## config.mk

```make
export PLATFORM = sky130hd
export DESIGN_NAME = ppl_stage
export DESIGN_NICKNAME = d
export VERILOG_FILES = /design/src/rtl/ppl_stage.sv
export SDC_FILE = /design/constraint.sdc
export NUM_CORES = 1
export LEC_CHECK = 0
export ABC_CLOCK_PERIOD_IN_PS = 4200
export CORE_ASPECT_RATIO = 1.1
export CORE_MARGIN = 5
export CORE_UTILIZATION = 35
export CTS_CLUSTER_DIAMETER = 40
export DETAILED_ROUTE_END_ITERATION = 6
export PLACE_DENSITY = 0.58
export SLEW_MARGIN = 10
export SYNTH_ARGS = -nofsm -noshare
export SYNTH_HDL_FRONTEND = slang
export SYNTH_SLANG_ARGS = --single-unit
```

## constraint.sdc

```tcl
create_clock -name clk -period 4.2 [get_ports clk]
set_clock_uncertainty 0.1 [all_clocks]
set_input_delay 0.42 -clock clk [delete_from_list [all_inputs] [get_ports clk]]
set_output_delay 0.42 -clock clk [all_outputs]
set_load 0.05 [all_outputs]
```

## src/rtl/ppl_stage.sv

```systemverilog
// ppl_stage: two-entry skid-buffered pipeline register with valid/ready handshake, hold and flush.
// Ports: clk, rst (sync, active-high), flush, hold,
//        up_valid/up_ready/up_data (upstream), dn_valid/dn_ready/dn_data (downstream),
//        level (stored entries), stall_cnt/drop_cnt (statistics, live only with PPL_STAGE_STATS_EN).
module ppl_stage #(
  parameter int DATA_W = 48,
  parameter logic [DATA_W-1:0] CLEAR_VAL = {DATA_W{1'b0}}
) (
  input  logic              clk,
  input  logic              rst,
  input  logic              flush,
  input  logic              hold,
  input  logic              up_valid,
  output logic              up_ready,
  input  logic [DATA_W-1:0] up_data,
  output logic              dn_valid,
  input  logic              dn_ready,
  output logic [DATA_W-1:0] dn_data,
  output logic [1:0]        level,
  output logic [15:0]       stall_cnt,
  output logic [7:0]        drop_cnt
);
  typedef enum logic [1:0] {EMPTY = 2'd0, ONE = 2'd1, FULL = 2'd2} state_t;
  state_t state_q, state_d;
  logic [DATA_W-1:0] main_q, main_d, skid_q, skid_d;
  logic accept, emit;
  // The state encoding doubles as the entry count.
  assign level    = rst ? 2'd0 : 2'(state_q);
  assign up_ready = ~rst & (state_q != FULL) & ~hold & ~flush;
  assign dn_valid = ~rst & (state_q != EMPTY) & ~hold & ~flush;
  assign dn_data  = main_q;
  assign accept   = up_valid & up_ready;
  assign emit     = dn_valid & dn_ready;
  // hold and flush already gate accept/emit, so a held stage simply falls through unchanged.
  always_comb begin
    state_d = state_q;
    main_d  = main_q;
    skid_d  = skid_q;
    if (flush) begin
      state_d = EMPTY;
      main_d  = CLEAR_VAL;
      skid_d  = CLEAR_VAL;
    end else begin
      unique case (state_q)
        EMPTY: if (accept) begin
          state_d = ONE;
          main_d  = up_data;
        end
        ONE: if (accept & emit) main_d = up_data;
          else if (accept) begin
            state_d = FULL;
            skid_d  = up_data;
          end else if (emit) state_d = EMPTY;
        FULL: if (emit) begin
          state_d = ONE;
          main_d  = skid_q;
        end
        default: state_d = EMPTY;
      endcase
    end
  end
  always_ff @(posedge clk) begin
    if (rst) begin
      state_q <= EMPTY;
      main_q  <= CLEAR_VAL;
      skid_q  <= CLEAR_VAL;
    end else begin
      state_q <= state_d;
      main_q  <= main_d;
      skid_q  <= skid_d;
    end
  end
`ifdef PPL_STAGE_STATS_EN
  logic [15:0] stall_q, stall_d;
  logic [7:0]  drop_q, drop_d;
  assign stall_d = (dn_valid & ~dn_ready & ~&stall_q) ? stall_q + 16'd1 : stall_q;
  assign drop_d  = (flush & (state_q != EMPTY) & ~&drop_q) ? drop_q + 8'd1 : drop_q;
  always_ff @(posedge clk) begin
    if (rst) begin
      stall_q <= '0;
      drop_q  <= '0;
    end else begin
      stall_q <= stall_d;
      drop_q  <= drop_d;
    end
  end
  assign stall_cnt = stall_q;
  assign drop_cnt  = drop_q;
`else
  assign stall_cnt = '0;
  assign drop_cnt  = '0;
`endif
endmodule

```

==> summary.txt <==
Critical path
  – Family with the most delay on the worst path: buffers and inverters
  – CP arrival: 2.59 ns
  – Worst r2r dst: dn_data[9]$_SDFFE_PP0P_
  – Worst stage delay on the critical path: roughly 0.87 ns
  – FF-to-FF path depth: 4
  – Critical path capture point type: output pin
  – CP Depth: 5
  – Crit path kind: in2out
  – Data required time at the worst endpoint: 3.68 ns
  – Reg2Reg Setup Slack: ~1.6 ns
  – Worst-path maximum fanout: 53
  – CP startpoint: rst
  – RR Startpoint: state_q[1]$_SDFFE_PP0P_
  – Startpoint Class: input pin
  – Slowest CP cell: clkdlybuf4s50_1
  – WP buf/inv: 3
  – CP cell instances: buf_2, buf_4, or2_2, nor3_1, clkdlybuf4s50_1

Yosys
  – Fraction of registers with async set or reset after synthesis: 0%
  – Number of flops mapped to enable cells by yosys: 0
  – Synthesized area: 4620 um^2
  – Synth top cells by count: dfxtp_1 (98), a21oi_1 (50)
  – Post-synthesis sequential area ratio: 42.4%
  – Mapped Cells: a little over 500
  – Primary FF master, synth: dfxtp_1
  – Syn avg cell area: 9.12 um^2
  – Top cell type's share of synthesized area: 42.4%
  – Number of synthesized register bits: 98
  – Leading cell type by number of instances after synthesis: dfxtp_1
  – YS warnings: 0
  – Cell variety after synth: 30
  – Area contributors post-synth: dfxtp_1 (42%), o221a_1 (12%), a2bb2oi_1 (9.1%)
  – Dominant cell type by area after synthesis: dfxtp_1

Timing
  – Setup ws final: between 1 and 1.5 ns
  – Final setup TNS: 0 ns
  – Unrepaired setup endpoints after global routing: false
  – Setup Viol. Count Final: 0
  – Relative slew slack: 23.4%
  – Peak Freq: 321 MHz
  – Final period util: about 74%
  – Worst-Margin Slew: 1.15 ns
  – Final hold violation count: 0
  – Tmin final: 3.11 ns
  – Slew Limit Fails: 0

Floorplanning
  – Chip Width: roughly 120 um
  – IO Count: 130
  – Die footprint: roughly 16000 um^2
  – Row count: 44
  – Die Y: ~130 um
  – Core Region: 13100 um^2
  – Starting Density: between 30% and 40%

Layout
  – P&R area growth vs syn: 26.0%
  – # diodes: 0
  – Fillers: around 1.3k
  – Nets: 613
  – Design area: slightly below 6000 um^2
  – Share of layout cells above drive strength 1: 6.03%

CTS
  – CTS Hold Bufs: 0
  – CTS H-tree depth: 3
  – Worst-Skew Late Latency: roughly 0.34 ns
  – TritonCTS clock tree: done
  – Worst-path clk slew: 0.06 ns
  – Max clock buf depth: 2
  – Sink Count: 98
  – Post-CTS setup buffers: 0
  – Post_cts resized: 0
  – Clock root buffer: clkbuf_16
  – CTS buffer count: 9

Drt
  – Routed wire length: 14.1 mm
  – Initial DRC Count: 390
  – Antenna-violating nets left: 0
  – DRC violations left: 0
  – Via density: 6.02
  – Vias: 4361
  – Initial DRT Pass Iterations: 5
  – DR WL/cell: approximately 20 um

Job
  – Max Cap Viol: 0

Pwr
  – P_leak: 1.95 nW
  – P per Cell Area: 352 nW/um^2
  – Overall power: 2.05 mW
  – Peak VDD IR: 0.150 mV

Global routing
  – First-pass GRT wire length: 21.9 mm
  – Vias in the first global route: 4117
  – Gr usage total: 17.5%
  – Pin count of the biggest net entering global routing: 54
  – Initial antenna violation count: 0
  – Gr ovfl total: 0

Placed design
  – Worst slack at placement: 1.13 ns
  – Gpl congestion: 0.744
  – Port Buffer Count: 105
  – Half-perimeter wire length after placement: ~8.5 mm
  – Placed cell area: 5530 um^2

Worst hold path
  – Hold Crit Start: skid_q[43]$_SDFFE_PP0P_
  – Worst Hold Path EP: skid_q[43]$_SDFFE_PP0P_
  – Hold Path Class: reg2reg
  – Worst hold path cell count: 2

Run status
  – Status: finished clean
sequential cells by signal, indices dropped and copies added (netlist names):
register  cells
skid_q       48
dn_data      48
state_q       2
cell families (layout without fill, tap and decap cells):
group | count (synthesis) | in the layout | synth area share (%)
AOI/OAI and AO/OA | 197 | 197 | 31.8
and+or+nand+nor | 114 | 114 | 14.5
DFF | 98 | 98 | 42.4
buffers and inverters | 95 | 129 | 10.7
other | 1 | 24 | 0.0811
xor gates and xnor gates | 1 | 1 | 0.189
muxes | 1 | 1 | 0.217
layout by cell type (no fill, tap or decap), drive strengths merged, types with 2 or more instances in the layout:
| cell type | instances |
|---|---|
| dfxtp | 98 |
| nor2b | 5 |
| a2bb2oi | 48 |
| a21oi | 50 |
| clkdlybuf4s50 | 102 |
| buf | 10 |
| o21ai | 50 |
| clkbuf | 13 |
| nor4 | 48 |
| clkinv | 3 |
| nand3 | 48 |
| o221a | 48 |
| conb | 24 |
| nor3 | 2 |
| nor2 | 3 |
final cells by class:
| class | instances | area (um^2) | share of cell area, % |
|---|---|---|---|
| Clock buffer | 13 | 250 | 4.30 |
| Clock inverter | 3 | 15.0 | 0.258 |
| Inverter | 1 | 3.75 | 0.0645 |
| Multi-Input combinational cell | 337 | 2280 | 39.2 |
| Sequential cell | 98 | 1960 | 33.7 |
| Tap cell | 161 | 201 | 3.46 |
| Timing Repair Buffer | 112 | 1110 | 19.0 |
tightest hold or removal path, delay by kind of cell, from the launching register on:
family / cells / cell delay [ns]
flip-flops: 1 / 0.31
AO/OA/AOI/OAI: 2 / 0.12
power breakdown:
group / leakage, nW / switching [mW] / internal, mW / total (mW)
combinational: 1.02 / 0.225 / 0.106 / 0.331
sequential: 0.794 / 0.0102 / 0.947 / 0.958
clock: 0.133 / 0.346 / 0.416 / 0.761
total: 1.95 / 0.581 / 1.47 / 2.05
stage by stage:
stage | hold slack (ns) | instances | util, %
2_1_floorplan | 0.354 | 530 | -
3_3_place_gp | 0.361 | 708 | 42.2
3_5_place_dp | 0.367 | 708 | 42.2
5_1_grt | 0.401 | 725 | 44.4
6_report | 0.376 | 725 | 44.4
4_1_cts | 0.377 | 724 | 44.2
worst max-delay path by stage:
stage                    end
floorplan           up_ready
global placement    dn_valid
detailed placement  dn_valid
CTS                 dn_valid
global route        dn_valid
finish              up_ready
per-layer routing:
metal	vias up	track usage, %	wire, um
met2	166	29.1	6760
li1	2031	-	-
met5	-	0	0
met4	0	8.69	439
met3	29	2.84	789
met1	2135	22.3	6140
Note: power is estimated with default switching activity, not from simulation.
